## src/rtl/ram_rr_arbiter_pkg.sv

```systemverilog
// Shared widths and helpers for the RAM port round-robin arbiter.
// Defaults match the 16x8 dual_port_sync_ram.
package ram_arb_pkg;

    localparam int RAM_ADDR_W = 4;
    localparam int RAM_DATA_W = 8;
    localparam int RAM_DEPTH  = 16;

    // Smallest r with 2**r >= value; used to size requester indices.
    function automatic int clog2(input int value);
        int r;
        r = 0;
        while ((1 << r) < value) r++;
        return r;
    endfunction

endpackage

```

## src/rtl/ram_rr_arbiter_if.sv

```systemverilog
// Bundle of requester-side and RAM-side signals around one arbitrated RAM port.
// The arbiter uses the slave modport; clients plus the RAM use the master modport.
interface ram_rr_arbiter_if
    import ram_arb_pkg::*;
#(
    parameter int NUM_REQ = 4,
    parameter int ADDR_W  = RAM_ADDR_W,
    parameter int DATA_W  = RAM_DATA_W,
    parameter int ID_W    = clog2(NUM_REQ)
);

    // Handshake: requester i raises req[i] and holds req/we/addr/wdata stable
    // until it sees gnt[i]; the transfer happens on the clk edge where
    // req[i] & gnt[i]. A read answers one cycle later with rd_valid/rd_id.
    logic [NUM_REQ-1:0]        req;
    logic [NUM_REQ-1:0]        req_we;
    logic [NUM_REQ*ADDR_W-1:0] req_addr;
    logic [NUM_REQ*DATA_W-1:0] req_wdata;
    logic [NUM_REQ-1:0]        gnt;

    logic                      ram_we;
    logic [ADDR_W-1:0]         ram_addr;
    logic [DATA_W-1:0]         ram_din;
    logic [DATA_W-1:0]         ram_dout;

    logic                      rd_valid;
    logic [ID_W-1:0]           rd_id;
    logic [DATA_W-1:0]         rd_data;

    logic [ID_W-1:0]           dbg_ptr;

    modport master (
        output req, req_we, req_addr, req_wdata, ram_dout,
        input  gnt, ram_we, ram_addr, ram_din, rd_valid, rd_id, rd_data, dbg_ptr
    );

    modport slave (
        input  req, req_we, req_addr, req_wdata, ram_dout,
        output gnt, ram_we, ram_addr, ram_din, rd_valid, rd_id, rd_data, dbg_ptr
    );

endinterface

```

## src/rtl/ram_rr_arbiter_rr_pick.sv

```systemverilog
// Combinational rotate-priority encoder: the first requester at or after ptr,
// wrapping modulo NUM_REQ, wins.
module rr_pick #(
    parameter int NUM_REQ = 4,
    parameter int ID_W    = 2
) (
    input  logic [NUM_REQ-1:0] req,
    input  logic [ID_W-1:0]    ptr,
    output logic [NUM_REQ-1:0] gnt,
    output logic [ID_W-1:0]    idx,
    output logic               found
);

    // Step k visits requester (ptr+k) mod NUM_REQ; comparing ptr against a
    // constant keeps every select static and avoids power-of-two wrap tricks.
    always_comb begin
        gnt   = '0;
        idx   = '0;
        found = 1'b0;
        for (int k = 0; k < NUM_REQ; k++) begin
            for (int i = 0; i < NUM_REQ; i++) begin
                if (!found && req[i] && (ptr == ID_W'((i + NUM_REQ - k) % NUM_REQ))) begin
                    found  = 1'b1;
                    gnt[i] = 1'b1;
                    idx    = ID_W'(i);
                end
            end
        end
    end

endmodule

```

## src/rtl/ram_rr_arbiter.sv

```systemverilog
// Round-robin arbiter sharing one synchronous RAM port among NUM_REQ clients;
// read data returns tagged with the requester index one cycle after the grant.
module ram_rr_arbiter
    import ram_arb_pkg::*;
#(
    parameter int NUM_REQ = 4,
    parameter int ADDR_W  = RAM_ADDR_W,
    parameter int DATA_W  = RAM_DATA_W,
    parameter int ID_W    = clog2(NUM_REQ)
) (
    input logic            clk,
    input logic            rst,
    ram_rr_arbiter_if.slave bus
);

    logic [ID_W-1:0]    ptr;
    logic [ID_W-1:0]    ptr_next;
    logic [ID_W-1:0]    pick_idx;
    logic [NUM_REQ-1:0] pick_gnt;
    logic               pick_found;
    logic               grant_ok;
    logic               rd_pend;
    logic [ID_W-1:0]    rd_id_q;

    rr_pick #(
        .NUM_REQ (NUM_REQ),
        .ID_W    (ID_W)
    ) u_pick (
        .req   (bus.req),
        .ptr   (ptr),
        .gnt   (pick_gnt),
        .idx   (pick_idx),
        .found (pick_found)
    );

    assign grant_ok = pick_found & ~rst;
    assign ptr_next = (pick_idx == ID_W'(NUM_REQ - 1)) ? '0 : pick_idx + ID_W'(1);

    // Idle port issues a harmless read of address 0.
    always_comb begin
        bus.gnt      = '0;
        bus.ram_we   = 1'b0;
        bus.ram_addr = '0;
        bus.ram_din  = '0;
        if (grant_ok) begin
            bus.gnt = pick_gnt;
            for (int i = 0; i < NUM_REQ; i++) begin
                if (pick_gnt[i]) begin
                    bus.ram_we   = bus.req_we[i];
                    bus.ram_addr = bus.req_addr[i*ADDR_W +: ADDR_W];
                    bus.ram_din  = bus.req_wdata[i*DATA_W +: DATA_W];
                end
            end
        end
    end

    always_ff @(posedge clk or posedge rst) begin
        if (rst) begin
            ptr     <= '0;
            rd_pend <= 1'b0;
            rd_id_q <= '0;
        end else begin
            rd_pend <= 1'b0;
            if (pick_found) begin
                ptr <= ptr_next;
                if (!bus.ram_we) begin
                    rd_pend <= 1'b1;
                    rd_id_q <= pick_idx;
                end
            end
        end
    end

    assign bus.rd_valid = rd_pend;
    assign bus.rd_id    = rd_id_q;
    assign bus.rd_data  = rd_pend ? bus.ram_dout : '0;
    assign bus.dbg_ptr  = ptr;

endmodule

```

## src/flat_wrapper.sv

```systemverilog
// flat-port wrapper written by rule: the top's interface ports become plain ports
module ram_rr_arbiter_flat import ram_arb_pkg::*;
#(
    parameter int NUM_REQ = 4,
    parameter int ADDR_W  = RAM_ADDR_W,
    parameter int DATA_W  = RAM_DATA_W,
    parameter int ID_W    = clog2(NUM_REQ)
)
  (clk, rst, bus_req, bus_req_we, bus_req_addr, bus_req_wdata, bus_ram_dout, bus_gnt, bus_ram_we, bus_ram_addr, bus_ram_din, bus_rd_valid, bus_rd_id, bus_rd_data, bus_dbg_ptr);
  ram_rr_arbiter_if #(.NUM_REQ(NUM_REQ), .ADDR_W(ADDR_W), .DATA_W(DATA_W), .ID_W(ID_W)) bus_i ();
  input logic clk;
  input logic rst;
  input wire logic [$bits(bus_i.req)-1:0] bus_req;
  input wire logic [$bits(bus_i.req_we)-1:0] bus_req_we;
  input wire logic [$bits(bus_i.req_addr)-1:0] bus_req_addr;
  input wire logic [$bits(bus_i.req_wdata)-1:0] bus_req_wdata;
  input wire logic [$bits(bus_i.ram_dout)-1:0] bus_ram_dout;
  output wire logic [$bits(bus_i.gnt)-1:0] bus_gnt;
  output wire logic [$bits(bus_i.ram_we)-1:0] bus_ram_we;
  output wire logic [$bits(bus_i.ram_addr)-1:0] bus_ram_addr;
  output wire logic [$bits(bus_i.ram_din)-1:0] bus_ram_din;
  output wire logic [$bits(bus_i.rd_valid)-1:0] bus_rd_valid;
  output wire logic [$bits(bus_i.rd_id)-1:0] bus_rd_id;
  output wire logic [$bits(bus_i.rd_data)-1:0] bus_rd_data;
  output wire logic [$bits(bus_i.dbg_ptr)-1:0] bus_dbg_ptr;
  assign bus_i.req = bus_req;
  assign bus_i.req_we = bus_req_we;
  assign bus_i.req_addr = bus_req_addr;
  assign bus_i.req_wdata = bus_req_wdata;
  assign bus_i.ram_dout = bus_ram_dout;
  assign bus_gnt = bus_i.gnt;
  assign bus_ram_we = bus_i.ram_we;
  assign bus_ram_addr = bus_i.ram_addr;
  assign bus_ram_din = bus_i.ram_din;
  assign bus_rd_valid = bus_i.rd_valid;
  assign bus_rd_id = bus_i.rd_id;
  assign bus_rd_data = bus_i.rd_data;
  assign bus_dbg_ptr = bus_i.dbg_ptr;
  ram_rr_arbiter #(.NUM_REQ(NUM_REQ), .ADDR_W(ADDR_W), .DATA_W(DATA_W), .ID_W(ID_W)) u_core (.clk(clk), .rst(rst), .bus(bus_i));
endmodule
```

## config.mk

```make
export PLATFORM = sky130hd
export DESIGN_NAME = ram_rr_arbiter_flat
export DESIGN_NICKNAME = d
export VERILOG_FILES = /design/src/rtl/ram_rr_arbiter_pkg.sv /design/src/rtl/ram_rr_arbiter_if.sv /design/src/rtl/ram_rr_arbiter_rr_pick.sv /design/src/rtl/ram_rr_arbiter.sv /design/src/flat_wrapper.sv
export SDC_FILE = /design/constraint.sdc
export NUM_CORES = 1
export LEC_CHECK = 0
export CAP_MARGIN = 20
export CORE_MARGIN = 2
export CORE_UTILIZATION = 25
export DETAILED_ROUTE_END_ITERATION = 8
export GPL_ROUTABILITY_DRIVEN = 1
export PLACE_DENSITY_LB_ADDON = 0.2
export SYNTH_ARGS = -nofsm -noshare
export SYNTH_HDL_FRONTEND = slang
export SYNTH_SLANG_ARGS = --single-unit
export TNS_END_PERCENT = 50
```

## constraint.sdc

```tcl
create_clock -name clk -period 1.8 [get_ports clk]
set_input_delay 0.18 -clock clk [delete_from_list [all_inputs] [get_ports clk]]
set_output_delay 0.18 -clock clk [all_outputs]
set_load 0.05 [all_outputs]
```

==> impl_metrics.py <==
metrics = {
    "clocking": {
        "cts_buffers": 3,
        "clock-sinks": 5,
        "clkLatencyLatePin_ns": 0.24,
        "cts-root-buf": "clkbuf_4",
        "ctsLongestPathBuffers": 2,
        "tritoncts": "done",
        "clk_pin_slew_worst_paths_ns": 0.04,
        "htreeDepth": 1,
    },
    "finish": {
        "area.sequential_um2": 128,
        "final_area_mm2": 0.00282,
        "fin_nets": 317,
        "drive_gt1_share_pct": 53.2,
        "nFillCells": 169,
        "n_antenna_cell": 0,
        "multi_input_area_mm2": 0.00104,
        "area_growth_pct": 235,
    },
    "timing": {
        "setup_viol": 20,
        "timing.final.crit_share_pct": 118,
        "relSlewSlack_pct": 65.1,
        "rsz0062_at_grt": "true",
        "finalWorstSetupSlack_ns": -0.332,
        "period_needed_ns": 2.13,
        "hold_viol_final": 0,
        "fmax_mhz": 469,
        "finalMaxSlewViolations": 0,
        "fin_setup_tns_ns": -4.35,
        "fin_worst_skew_ns": 0.00179,
        "holdWs_ns": 0.255,
        "worst_pin_slew_ns": 0.522,
    },
    "critical_path": {
        "cp-start-kind": "flop",
        "endpoint_kind": "primary output",
        "cp.depth": 7,
        "arrival_ns": 1.95,
        "criticalPathCategory": "flop to primary output",
        "crit_buf_inv": 2,
        "crit_required_ns": 1.62,
        "critPathMaxStageDelay_ns": 0.45,
        "cpMaxStageDelayCell": "dfrtp_2",
        "cp_common_cell": "buf_12",
        "cp_top_family": "compound AO/OA/AOI/OAI gates",
        "cp_cell_sequence": "nand2b_4, a21oi_4, buf_12, nor2_4, a221oi_2, o21ai_2, buf_12",
        "r2r_cells": 7,
        "crit_fanout": 6,
    },
    "die": {
        "rows": 21,
        "core_mm2": 0.00328,
        "fp.dieArea_mm2": 0.00385,
        "pin_count": 96,
        "die_w_um": 62.1,
        "start_util_pct": 25.7,
        "fp.dieH_um": 62.1,
    },
    "synth": {
        "synth_top_cell_area_share_pct": 14.8,
        "synthFlopType": "dfrtp_1",
        "syn_avg_cell_area_um2": 6.86,
        "async_flop_share_pct": 100,
        "synth_cells": 123,
        "synth_fp_nets": 189,
        "yosysSeqAreaShare_pct": 14.8,
        "synth.cell_area_um2": 843,
        "synth_area_leaders": "dfrtp_1, a221oi_1, o21ai_0, and2_1, nand2_1",
        "yosys_register_bits": 5,
        "synth_edf_count": 0,
        "synth_top_cell_by_area": "dfrtp_1",
        "yosys_warnings": 0,
        "synth_cell_type_count": 34,
    },
    "route": {
        "postRouteAntennaNets": 0,
        "wl_per_cell_um": 19.3,
        "dr_total_vias": 1524,
        "drtIter0Drc": 87,
        "dr.pass1.iters": 4,
        "vias_per_cell": 5.15,
        "wl_um": 5710,
        "drcViolationCount": 0,
    },
    "global_routing": {
        "grt.total_usage_pct": 25.8,
        "use_met2_pct": 47.3,
        "grt_max_degree": 14,
        "grt_pass1_vias": 1490,
        "grt_pass1_wl_um": 7260,
        "met1_usage_pct": 29.9,
        "grt_antenna_before_repair": 0,
        "use_met3_pct": 4.14,
        "grt-busiest-layer": "met2",
        "grt_overflow": 0,
    },
    "outcome": {
        "status": "complete, but fails checks",
        "failed_checks": "negative setup slack",
    },
    "hold_path": {
        "hp-class": "input port to asynchronous set/reset pin",
    },
    "power_and_ir_drop": {
        "power_mw": 3.73,
        "peakVddDrop_mv": 1.20,
        "p_leak_nw": 1.11,
        "p_per_area_mw_per_mm2": 1320,
    },
    "job": {
        "max_cap_viol_count": 0,
    },
    "placement": {
        "numPortBuffers": 95,
        "place_area_mm2": 0.00228,
        "dp_hpwl_um": 3540,
        "place.gp.congestion": 0.851,
    },
}
==> synthesized netlist by cell type (2+ instances only) <==
| library cell | count |
|---|---|
| o21ai_1 | 10 |
| inv_1 | 5 |
| nor3_1 | 2 |
| buf_4 | 3 |
| o31a_1 | 2 |
| mux2_1 | 2 |
| nand2b_1 | 2 |
| clkbuf_1 | 5 |
| dfrtp_1 | 5 |
| o21ai_0 | 18 |
| o22ai_1 | 2 |
| a21oi_1 | 5 |
| and2_1 | 9 |
| nor2_1 | 6 |
| a221oi_1 | 12 |
| nor2b_1 | 3 |
| or2_1 | 2 |
| nand2_1 | 14 |
==> flip-flops by register name, indices dropped and copies added (netlist names) <==
name / flops
u_core.bus.dbg_ptr: 2
u_core.bus.rd_valid: 1
u_core.bus.rd_id: 2
==> worst reg2reg max path: stages (launching register included) <==
cell	delay, ns
dfrtp_2	0.43
nand2b_4	0.18
inv_1	0.06
o31a_1	0.37
o41ai_4	0.29
buf_4	0.18
o21bai_2	0.09
mux2_4	0.31
==> cell type report <==
class,instances,share of cell area (%)
Clock buffer,4,0.930
Inverter,5,0.665
Multi-Input combinational cell,104,36.9
Sequential cell,5,4.52
Tap cell,46,2.04
Timing Repair Buffer,132,55.0
==> worst paths after layout <==
kind	from	endpoint	slack, ns
hold / removal	rst	u_core.bus.dbg_ptr[1]	0.26
min in group clk	u_core.bus.rd_id[0]	u_core.bus.rd_id[0]	0.51
max in group asynchronous	rst	u_core.bus.dbg_ptr[0]	1.43
setup reg to reg	u_core.bus.dbg_ptr[0]	u_core.bus.rd_id[0]	-0.24
hold reg to reg	u_core.bus.rd_id[0]	u_core.bus.rd_id[0]	0.51
setup / recovery	u_core.bus.dbg_ptr[0]	bus_ram_din[2]	-0.33
==> through the flow <==
| stage | cells | worst slack (ns) | util (%) |
|---|---|---|---|
| 6_report | 296 | -0.332 | 86.0 |
| 3_3_place_gp | 277 | -0.479 | 69.5 |
| 5_1_grt | 296 | -0.417 | 86.0 |
| 3_5_place_dp | 277 | -0.549 | 69.5 |
| 2_1_floorplan | 123 | -0.302 | - |
| 4_1_cts | 293 | -0.271 | 79.7 |
==> power by group <==
| part | internal (mW) | switching (mW) |
|---|---|---|
| Clock | 0.0838 | 0.0461 |
| Combinational | 1.61 | 1.74 |
| Sequential | 0.171 | 0.0776 |
| Total | 1.86 | 1.86 |
==> cells by family after synthesis <==
logic type / after synthesis / share of synthesized area [%]
mux: 2 / 2.67
simple gates: 42 / 26.4
buf+inv: 16 / 9.49
compound gates: 58 / 46.6
flops: 5 / 14.8
==> what timing repair did <==
item / CTS / global route
hold buffers: 0 / 0
setup endpoints to repair: 20 / 20
gates cloned: 3 / 0
pin swaps: 23 / 27
gates resized for setup: 56 / 31
buffers inserted: 9 / 3
==> placed cells by master (no fill, tap or decap), types with 6 or more instances in the layout <==
cell	instances
buf_6	8
buf_4	26
o21ai_2	17
and2_1	8
buf_12	29
clkdlybuf4s50_1	64
a221oi_4	8
o21ai_1	6
nand2_1	12
==> layer usage <==
metal / part of all wire, % / routed length, um
met1: 37 / 2110
met2: 52 / 2990
met3: 8.3 / 471
met4: 2.3 / 133
met5: 0 / 0
No activity file was read; power rests on OpenSTA's default activity.
